## src/rtl/led_arbiter.sv

```systemverilog
// Front-panel LED bank arbiter: round-robin sharing of the 8-bit LED bank between four
// status sources and the idle pattern. Define LED_FLASH_EN to add an all-on tick on every source change.
module led_arbiter #(
    parameter int unsigned MXPRE = 21,
    parameter int unsigned HOLD  = 4
) (
    input  logic        clock,
    input  logic        reset,
    input  logic [7:0]  idle_pat,
    input  logic [3:0]  req,
    input  logic [31:0] dat,
    output logic [3:0]  gnt,
    output logic        busy,
    output logic        tick,
    output logic [7:0]  q
);

    localparam int unsigned HOLD_EFF = (HOLD == 0) ? 1 : HOLD;
    localparam logic [3:0]  HOLD_LD  = 4'(HOLD_EFF);

`ifdef LED_FLASH_EN
    typedef enum logic [1:0] {IDLE, GRANT, FLASH} state_t;
`else
    typedef enum logic [1:0] {IDLE, GRANT} state_t;
`endif

    state_t           state;
    logic [MXPRE-1:0] pre;
    logic [1:0]       ptr;
    logic [1:0]       sel;
    logic [3:0]       hcnt;
    logic [7:0]       latch;
    logic [1:0]       win;
    logic             any;
    logic [7:0]       sel_dat;
    logic             cur_req;

    // Visual-rate prescaler; tick marks the clock on which decisions are taken.
    always_ff @(posedge clock or posedge reset) begin
        if (reset) begin
            pre  <= '0;
            tick <= 1'b0;
        end else begin
            pre  <= pre + 1'b1;
            tick <= (pre == '1);
        end
    end

    // Round-robin search starting just after the last granted index.
    always_comb begin
        logic found;
        found = 1'b0;
        win   = ptr;
        for (int unsigned i = 1; i <= 4; i++) begin
            if (!found && req[ptr + 2'(i)]) begin
                win   = ptr + 2'(i);
                found = 1'b1;
            end
        end
    end

    assign any     = |req;
    assign sel_dat = dat[{sel, 3'b000} +: 8];
    assign cur_req = req[sel];

    always_ff @(posedge clock or posedge reset) begin
        if (reset) begin
            state <= IDLE;
            sel   <= 2'd0;
            ptr   <= 2'd3;
            hcnt  <= 4'd0;
            latch <= 8'h00;
            q     <= 8'h00;
            gnt   <= 4'b0000;
            busy  <= 1'b0;
        end else begin
            case (state)
                IDLE: begin
                    q <= idle_pat;
                    if (tick && any) begin
                        sel   <= win;
                        ptr   <= win;
                        hcnt  <= HOLD_LD;
                        gnt   <= 4'b0001 << win;
                        busy  <= 1'b1;
`ifdef LED_FLASH_EN
                        state <= FLASH;
`else
                        state <= GRANT;
`endif
                    end
                end
                GRANT: begin
                    // The latch freezes once the granted source drops its request.
                    if (cur_req) begin
                        latch <= sel_dat;
                        q     <= sel_dat;
                    end else begin
                        q     <= latch;
                    end
                    if (tick) begin
                        if (hcnt > 4'd1) begin
                            hcnt <= hcnt - 4'd1;
                        end else if (!any) begin
                            hcnt  <= 4'd0;
                            gnt   <= 4'b0000;
                            busy  <= 1'b0;
                            state <= IDLE;
                        end else begin
                            sel  <= win;
                            ptr  <= win;
                            hcnt <= HOLD_LD;
                            gnt  <= 4'b0001 << win;
`ifdef LED_FLASH_EN
                            if (win != sel) state <= FLASH;
`endif
                        end
                    end
                end
`ifdef LED_FLASH_EN
                FLASH: begin
                    q <= 8'hFF;
                    if (cur_req) latch <= sel_dat;
                    if (tick) state <= GRANT;
                end
`endif
                default: state <= IDLE;
            endcase
        end
    end

endmodule

```

## config.mk

```make
export PLATFORM = sky130hd
export DESIGN_NAME = led_arbiter
export DESIGN_NICKNAME = d
export VERILOG_FILES = /design/src/rtl/led_arbiter.sv
export SDC_FILE = /design/constraint.sdc
export NUM_CORES = 1
export LEC_CHECK = 0
export ABC_AREA = 1
export CORE_MARGIN = 4
export CORE_UTILIZATION = 34
export DETAILED_ROUTE_END_ITERATION = 6
export HOLD_SLACK_MARGIN = 0.08
export PLACE_DENSITY = 0.54
export SYNTH_ARGS = -nofsm -noshare
export SYNTH_HDL_FRONTEND = slang
export SYNTH_SLANG_ARGS = --single-unit
```

## constraint.sdc

```tcl
create_clock -name clock -period 1.9 [get_ports clock]
set_input_delay 0.38 -clock clock [delete_from_list [all_inputs] [get_ports clock]]
set_output_delay 0.38 -clock clock [all_outputs]
set_load 0.05 [all_outputs]
```

Word level (Yosys, flattened, before mapping)
Index checks and enable logic that the tools add are counted.

Flip-flop bits (word level): 53. Bits in latches: 0. RAM bits: 0. Memory bits (read-only): 0. Output and inout bits: 14. Memories kept: 0.

$add $sub $neg: 5. Multipliers: 0. Div/mod/pow operators: 0. Magnitude comparators: 6. Equality and inequality tests: 7. Shift operators: 2. Multiplexer cells: 44. Bitwise logic cells: 0. Reduce and logical (&&, ||, !) cells: 15.

Operators by type and width (count): $shiftx A32 B6 Y8 (1); $mux W4 (7); $mux W2 (12); $add A21 B1 Y21 const B (1); $eq A21 B21 Y1 const B (1); $pmux W4 S2 (2); $pmux W8 S2 (1); $lt A2 B3 Y1 const B (5); $mux W1 (12); $bmux W1 S2 (5); $ne A2 B2 Y1 const B (5); $reduce_and A5 Y1 (2); $mux W8 (1); $pmux W2 S2 (2); $reduce_and A4 Y1 (2); $add A2 B2 Y2 const B (2); $gt A4 B1 Y1 const B (1); $logic_and A1 B1 Y1 (4); $reduce_or A4 Y1 (1); $shl A1 B2 Y4 const A (1); $sub A4 B1 Y4 const B (1); $logic_not A1 Y1 (3); $mux W3 (1); $reduce_and A3 Y1 (1); 5 further kinds (5).

Logic depth before layout (Yosys ltp)
Gate-level depths: netlist of run 1.

Depth in word-level cells: 18. Mapped depth: 13. Gate-level depth less buffers: 12.

Worst setup path before layout of run 1
No wires, ideal clock.

Path kind: register to register. Start point: register busy (netlist name). End point: register gnt[0]. Library setup time: 118 ps. Data arrival time: 1446 ps. Slack: 337 ps. Cell stages (with the launch flop): 6. Period minus slack after synthesis: 1563 ps. Path through: dfrtp_1 inv_1 o21ai_1 nand2_1 nand2_1 nand2_1.

RTL lines: end signal, assigned (line 84) `gnt <= 4'b0001 << win;`; end signal, assigned (line 113) `gnt <= 4'b0001 << win;`; end, declared (line 12) `output logic [3:0] gnt,`.

Worst setup path in the final report of run 1
Start point: register gnt[2]. End point: output port gnt[2].

No word-level cell between the ends.

==> results of run 1 <==
[synth_stat cells, drive strengths merged]
cell type  instances  share of area [%]
clkinv             1               0.14
nor2              36                5.5
o21ai             40                7.4
nor3b              1               0.28
o211ai             4                1.5
xor2              15                4.8
ha                 3                1.4
a21oi             10                1.8
clkbuf             3               0.41
nor4               2               0.69
o22ai             11                2.5
dfrtp             49                 45
nand3             14                2.6
nor3               3               0.74
a31oi              1               0.23
inv               37                5.3
nand4              2               0.46
nand2             92                 14
xnor2              4                1.3
dfstp              2                1.9
buf                4                1.4
or2                1               0.23
[registers in the layout (all words and copies together) (netlist names)]
register / cells
pre: 21
busy: 1
gnt: 4
latch: 8
hcnt: 4
tick: 1
sel: 2
q: 8
ptr: 2
[per-stage QoR]
stage / cells / util [%] / power, mW
5_1_grt: 505 / 46.05 / 2.260
3_5_place_dp: 498 / 44.67 / 1.448
4_1_cts: 505 / 46.05 / 2.201
6_report: 505 / 46.05 / 2.158
2_1_floorplan: 335 / - / 1.293
3_3_place_gp: 498 / 44.67 / 1.447
[area by class of cell]
type                            count  area share [%]
Sequential cell                    51           35.94
Tap cell                          102           3.586
Timing Repair Buffer               68           18.57
Clock buffer                        5           1.934
Multi-Input combinational cell    239           34.78
Clock inverter                      2           1.055
Inverter                           38           4.149
[power breakdown]
part / switching, mW / total (mW) / internal, mW / leakage, nW
Clock: 0.351 / 0.736 / 0.385 / 0.0502
Sequential: 0.00776 / 1.12 / 1.11 / 0.609
Combinational: 0.156 / 0.300 / 0.144 / 1.01
[worst reg2reg max path, cell delays in order, from the launching register on]
cell and delay, ns:
dfstp_2 0.67, inv_6 0.08, nand2_2 0.06, nand2_2 0.08
nand2_2 0.11, nand2_4 0.07, or2_0 0.20, nand3_1 0.09
nand2_2 0.08, nand2_1 0.07, o21ai_1 0.06
[cell families after synthesis]
group / share of synthesized area, %
xor+xnor: 6.132
fa+ha+maj: 1.383
flops: 47.12
buf+inv: 7.284
compound gates: 13.46
simple gates: 24.62
[routing by layer]
layer	up-vias	wire [um]	track usage, %	share of wire, %
met1	1103	2749	16.59	44
li1	1219	-	-	-
met3	15	190	3.087	3.0
met2	37	3182	23.83	51
met4	0	157	4.579	2.5
met5	-	0	0	0
[worst paths after layout]
path,startpoint,end
setup / recovery,gnt[2],gnt[2]
hold / removal,reset,q[5]
min in group clock,pre[0],pre[0]
hold reg to reg,pre[0],pre[0]
setup reg to reg,ptr[0],sel[1]
max in group asynchronous,reset,pre[7]
==> metrics, run 1 <==
Area after DPL=3452 um^2; CP Launch Type=flip-flop; post-DR vias/cell=4.701; Synthesis Warnings=0; CP Depth=1; port bufs=59; Crit path largest cell delay=about 0.80 ns; clock latency on the worst-skew pair=roughly 0.3 ns; final slew viol count=0; Avg Inst Size Synth=between 8 and 9 um^2; status=completed; Root Driver=clkbuf_8; first-pass GRT wire length=around 11 mm; max-cap violation count=0; critical-path cell list=clkdlybuf4s50_1; largest net degree at the start of global routing=19; synth unique cells=32; Fill cells=784; CTS max path bufs=2; final setup violation count=0; ANT cells=0; most common cell after layout, fill and taps aside=nand2_1; Rows=32; arrival time at the worst endpoint=1.46 ns; dpl ws=~0.023 ns; min Tclk post-route=1.836 ns; design area=3558 um^2; Max Clock Freq=544.8 MHz; critical path type=reg -> out; #FFs+latches synth=51; sum of negative setup slack=0 ns; Seq/Total Area, Yosys=47.12%; Critical Path End Type=output port; area of the multi-input gates=1237 um^2; maximum vdd drop=0.2848 mV; Final ANT Viol Nets=0; Worst-Margin Slew=around 0.51 ns; synthesis-to-layout area growth=31.12%; Post-CTS Repair Setup Buffers=0; total core area=7727 um^2; starting density of the core=a little over a third; clock skew=0.006848 ns; Leakage=1.670 nW; final hold violation count=0; Syn Std Cell Area=2714 um^2; routed wire length=6.278 mm; layout cells sized above 1=13.40%; register area=roughly 1300 um^2; cell count after synthesis=335; Die W=97.34 um; post-CTS resize count=0; fin crit share=96.61%; pwr/cell area=606.4 nW/um^2; Worst Path Buf+Inv=1; final layout net count=452; CTS Sinks=slightly above 50; DRT iter0 DRCs=43; initial antenna violation count=0; setup slack after layout=0.06446 ns; via count=~2,400; Die ar.=between 9000 and 10,000 um^2; max_slew headroom=66.09%; cts hold-fix bufs=0; IO Pins=60; R2R depth=10; GRT overflow=0; RSZ-0062 raised after global routing=no; post-synthesis net count=384; Worst path slowest cell=clkdlybuf4s50_1; clock slew at reported path FFs=about 0.090 ns; H-tree depth reported by CTS=2; residual DRC count=0; crit path max fanout=2; DIE HEIGHT=97.34 um; kind of cell adding the most delay to the critical path=buffers and inverters; WL/cell=12.43 um; worst reg-to-reg setup slack=0.23 ns; Critical Path RT=1.52 ns; CTS tree=yes; hold slack=between 0.3 and 0.4 ns; Global Route Usage Sum=13.65%; Min-Delay Path Class=in -> async; commonest non-fill, non-tap cells in the layout=nand2_1, clkdlybuf4s50_1, dfrtp_1; total CTS buffers=5; DR pass1 iterations=4; HPWL after detailed placement=4.946 mm; gpl congestion=0.7611; vias in the first global route=2,386
Power figures use the tool's default switching activity.
==> inputs of run 2 (changes only) <==
==> constraint.sdc (replaced) <==
create_clock -name clock -period 1.8 [get_ports clock]
set_input_delay 0.36 -clock clock [delete_from_list [all_inputs] [get_ports clock]]
set_output_delay 0.36 -clock clock [all_outputs]
set_load 0.05 [all_outputs]
==> metrics, run 2 (same netlist as run 1, synthesis figures left out) <==
status=completed; critical path type=reg -> reg; Area after DPL=3455 um^2 (about the same); Reg power frac=54.1% (+2.1 points); first-pass GRT wire length=11.34 mm (+4.5%); Leakage=1.689 nW (+1.2%); met2 usage=26.54% (+2.7 points); most common cell after layout, fill and taps aside=nand2_1; clock latency on the worst-skew pair=0.31 ns (about the same); min Tclk post-route=around 1.7 ns; Crit path largest cell delay=0.59 ns (-0.21 ns); commonest non-fill, non-tap cells in the layout=nand2_1, dfrtp_1, clkdlybuf4s50_1; clock share of power=31.4% (-2.7 points); synthesis-to-layout area growth=31.63%; clock slew at reported path FFs=0.10 ns (about the same); CTS max path bufs=2 (unchanged); design area=3572 um^2 (+0.39%); residual DRC count=0 (unchanged); Design Power=2.190 mW (+1.5%); routed wire length=6.607 mm (+5.2%); grt peak-use layer=met2; initial antenna violation count=0 (unchanged); Rows=32 (unchanged); gpl congestion=0.7495 (-1.5%); max_slew headroom=73.47% (+7.4 points); arrival time at the worst endpoint=1.88 ns (+0.42 ns); final slew viol count=0 (unchanged); Critical Path RT=2.00 ns (+0.48 ns); fin crit share=93.33%; clock skew=0.009819 ns (+0.002971 ns); vias in the first global route=2,469 (+3.5%); largest net degree at the start of global routing=30 (+11); Final ANT Viol Nets=0 (unchanged); Max Clock Freq=around 600 MHz; P_sw=585.2 uW (+14%); CTS tree=yes; most frequent CP cell=nand2_2; port bufs=59 (unchanged); pwr/cell area=613.0 nW/um^2 (+1.1%); CTS Sinks=51 (unchanged); final layout net count=456 (+0.88%); Worst-Margin Slew=0.3973 ns (-0.1098 ns); Global Route Usage Sum=14.45% (+0.80 points); via count=2,374 (unchanged); setup slack after layout=0.1200 ns (+0.05558 ns); Die ar.=9475 um^2 (unchanged); M3 GR Usage=2.872% (-0.22 points); critical-path cell list=buf_12 -> inv_6 -> nand2_2 -> nand2_2 -> nand2_2 -> nand2_4 -> or2_0 -> nand3_1 -> nand2_2 -> nand2_1 -> o21ai_1; starting density of the core=35.12% (unchanged); Combinational Power Share=14.5% (+0.6 points); H-tree depth reported by CTS=2 (unchanged); dpl ws=-0.06280 ns (-0.08599 ns); maximum vdd drop=0.3851 mV (+35%); max reg flops=21 (unchanged); DRT iter0 DRCs=61 (+42%); Min-Delay Path Class=in -> async; total CTS buffers=5 (unchanged); HPWL after detailed placement=5.089 mm (+2.9%); final setup violation count=0 (unchanged); Critical Path End Type=flip-flop; Root Driver=clkbuf_8; ANT cells=0 (unchanged); GR Util met1=16.63% (+0.038 points); WL/cell=12.95 um (+4.2%); DIE HEIGHT=97.34 um (unchanged); post-DR vias/cell=4.655 (-0.98%); CP Launch Type=flip-flop; final hold violation count=0 (unchanged); layout cells sized above 1=15.69% (+2.3 points); total core area=7727 um^2 (unchanged); DR pass1 iterations=4 (unchanged); crit path max fanout=10 (+8); Worst path slowest cell=dfstp_2; Die W=97.34 um (unchanged); IO Pins=60 (unchanged); max-cap violation count=0 (unchanged); Reg with most FFs=pre; GRT overflow=0 (unchanged); P_int=1.605 mW (-2.3%); largest registers=pre (21), latch (8), q (8); switching share of power=26.73% (+2.9 points)
## run 2: cell types whose count changed in the layout (fill, tap and decap cells not counted)
cell and change:
buf_4 +7, clkdlybuf4s50_1 -5, buf_12 +1, bufinv_16 -1
clkbuf_2 +1, clkinvlp_4 +1, inv_6 +1
## run 2: final timing paths
check	from	endpoint	slack [ns]	cells after the start
min in group clock	pre[0]	pre[0]	0.46	1
max in group asynchronous	reset	latch[2]	0.97	3
min reg2reg	pre[0]	pre[0]	0.46	1
max	ptr[0]	sel[1]	0.12	11
min	reset	latch[3]	0.35	2
max reg2reg	ptr[0]	sel[1]	0.12	11
## run 2: per-layer routing
metal	vias up	part of all wire, %
met5	-	0
met4	0	2.0
met3	10	2.5
met2	28	52
met1	1115	43
li1	1221	-
## run 2: power by group through the flow
stage / Sequential, mW / Combinational [mW] / Clock (mW)
finish: 1.19 / 0.317 / 0.687
global route: 1.19 / 0.346 / 0.757
detailed placement: 1.21 / 0.322 / 0
global placement: 1.21 / 0.319 / 0
floorplan: 1.26 / 0.101 / 0
CTS: 1.19 / 0.323 / 0.726
## run 2: area by class of cell
class	instances	area, um^2
Clock buffer	5	68.82
Clock inverter	3	23.77
Fill cell	773	4155
Inverter	38	147.6
Multi-Input combinational cell	239	1237
Sequential cell	51	1279
Tap cell	102	127.6
Timing Repair Buffer	72	688.2
## run 2: metrics by stage
stage	TNS [ns]	utilization (%)	instances	hold WS (ns)
2_1_floorplan	0	-	335	0.4248
3_3_place_gp	-0.04517	44.71	500	0.4373
3_5_place_dp	-0.3413	44.71	500	0.4433
4_1_cts	0	45.90	508	0.3570
5_1_grt	-0.002439	46.23	510	0.3704
6_report	0	46.23	510	0.3497
## run 2: repair_timing
action	4_1_cts	5_1_grt
setup endpoints to repair	0	3
buffers inserted	0	2
gates resized for setup	0	0
hold buffers	0	0
## run 2: worst max-delay path, delay by kind of cell, from the launching register on
| family | cells | cell delay (ns) |
|---|---|---|
| flip-flops | 1 | 0.59 |
| buffers and inverters | 2 | 0.16 |
| AO/OA/AOI/OAI | 1 | 0.06 |
| AND/OR/NAND/NOR | 8 | 0.75 |
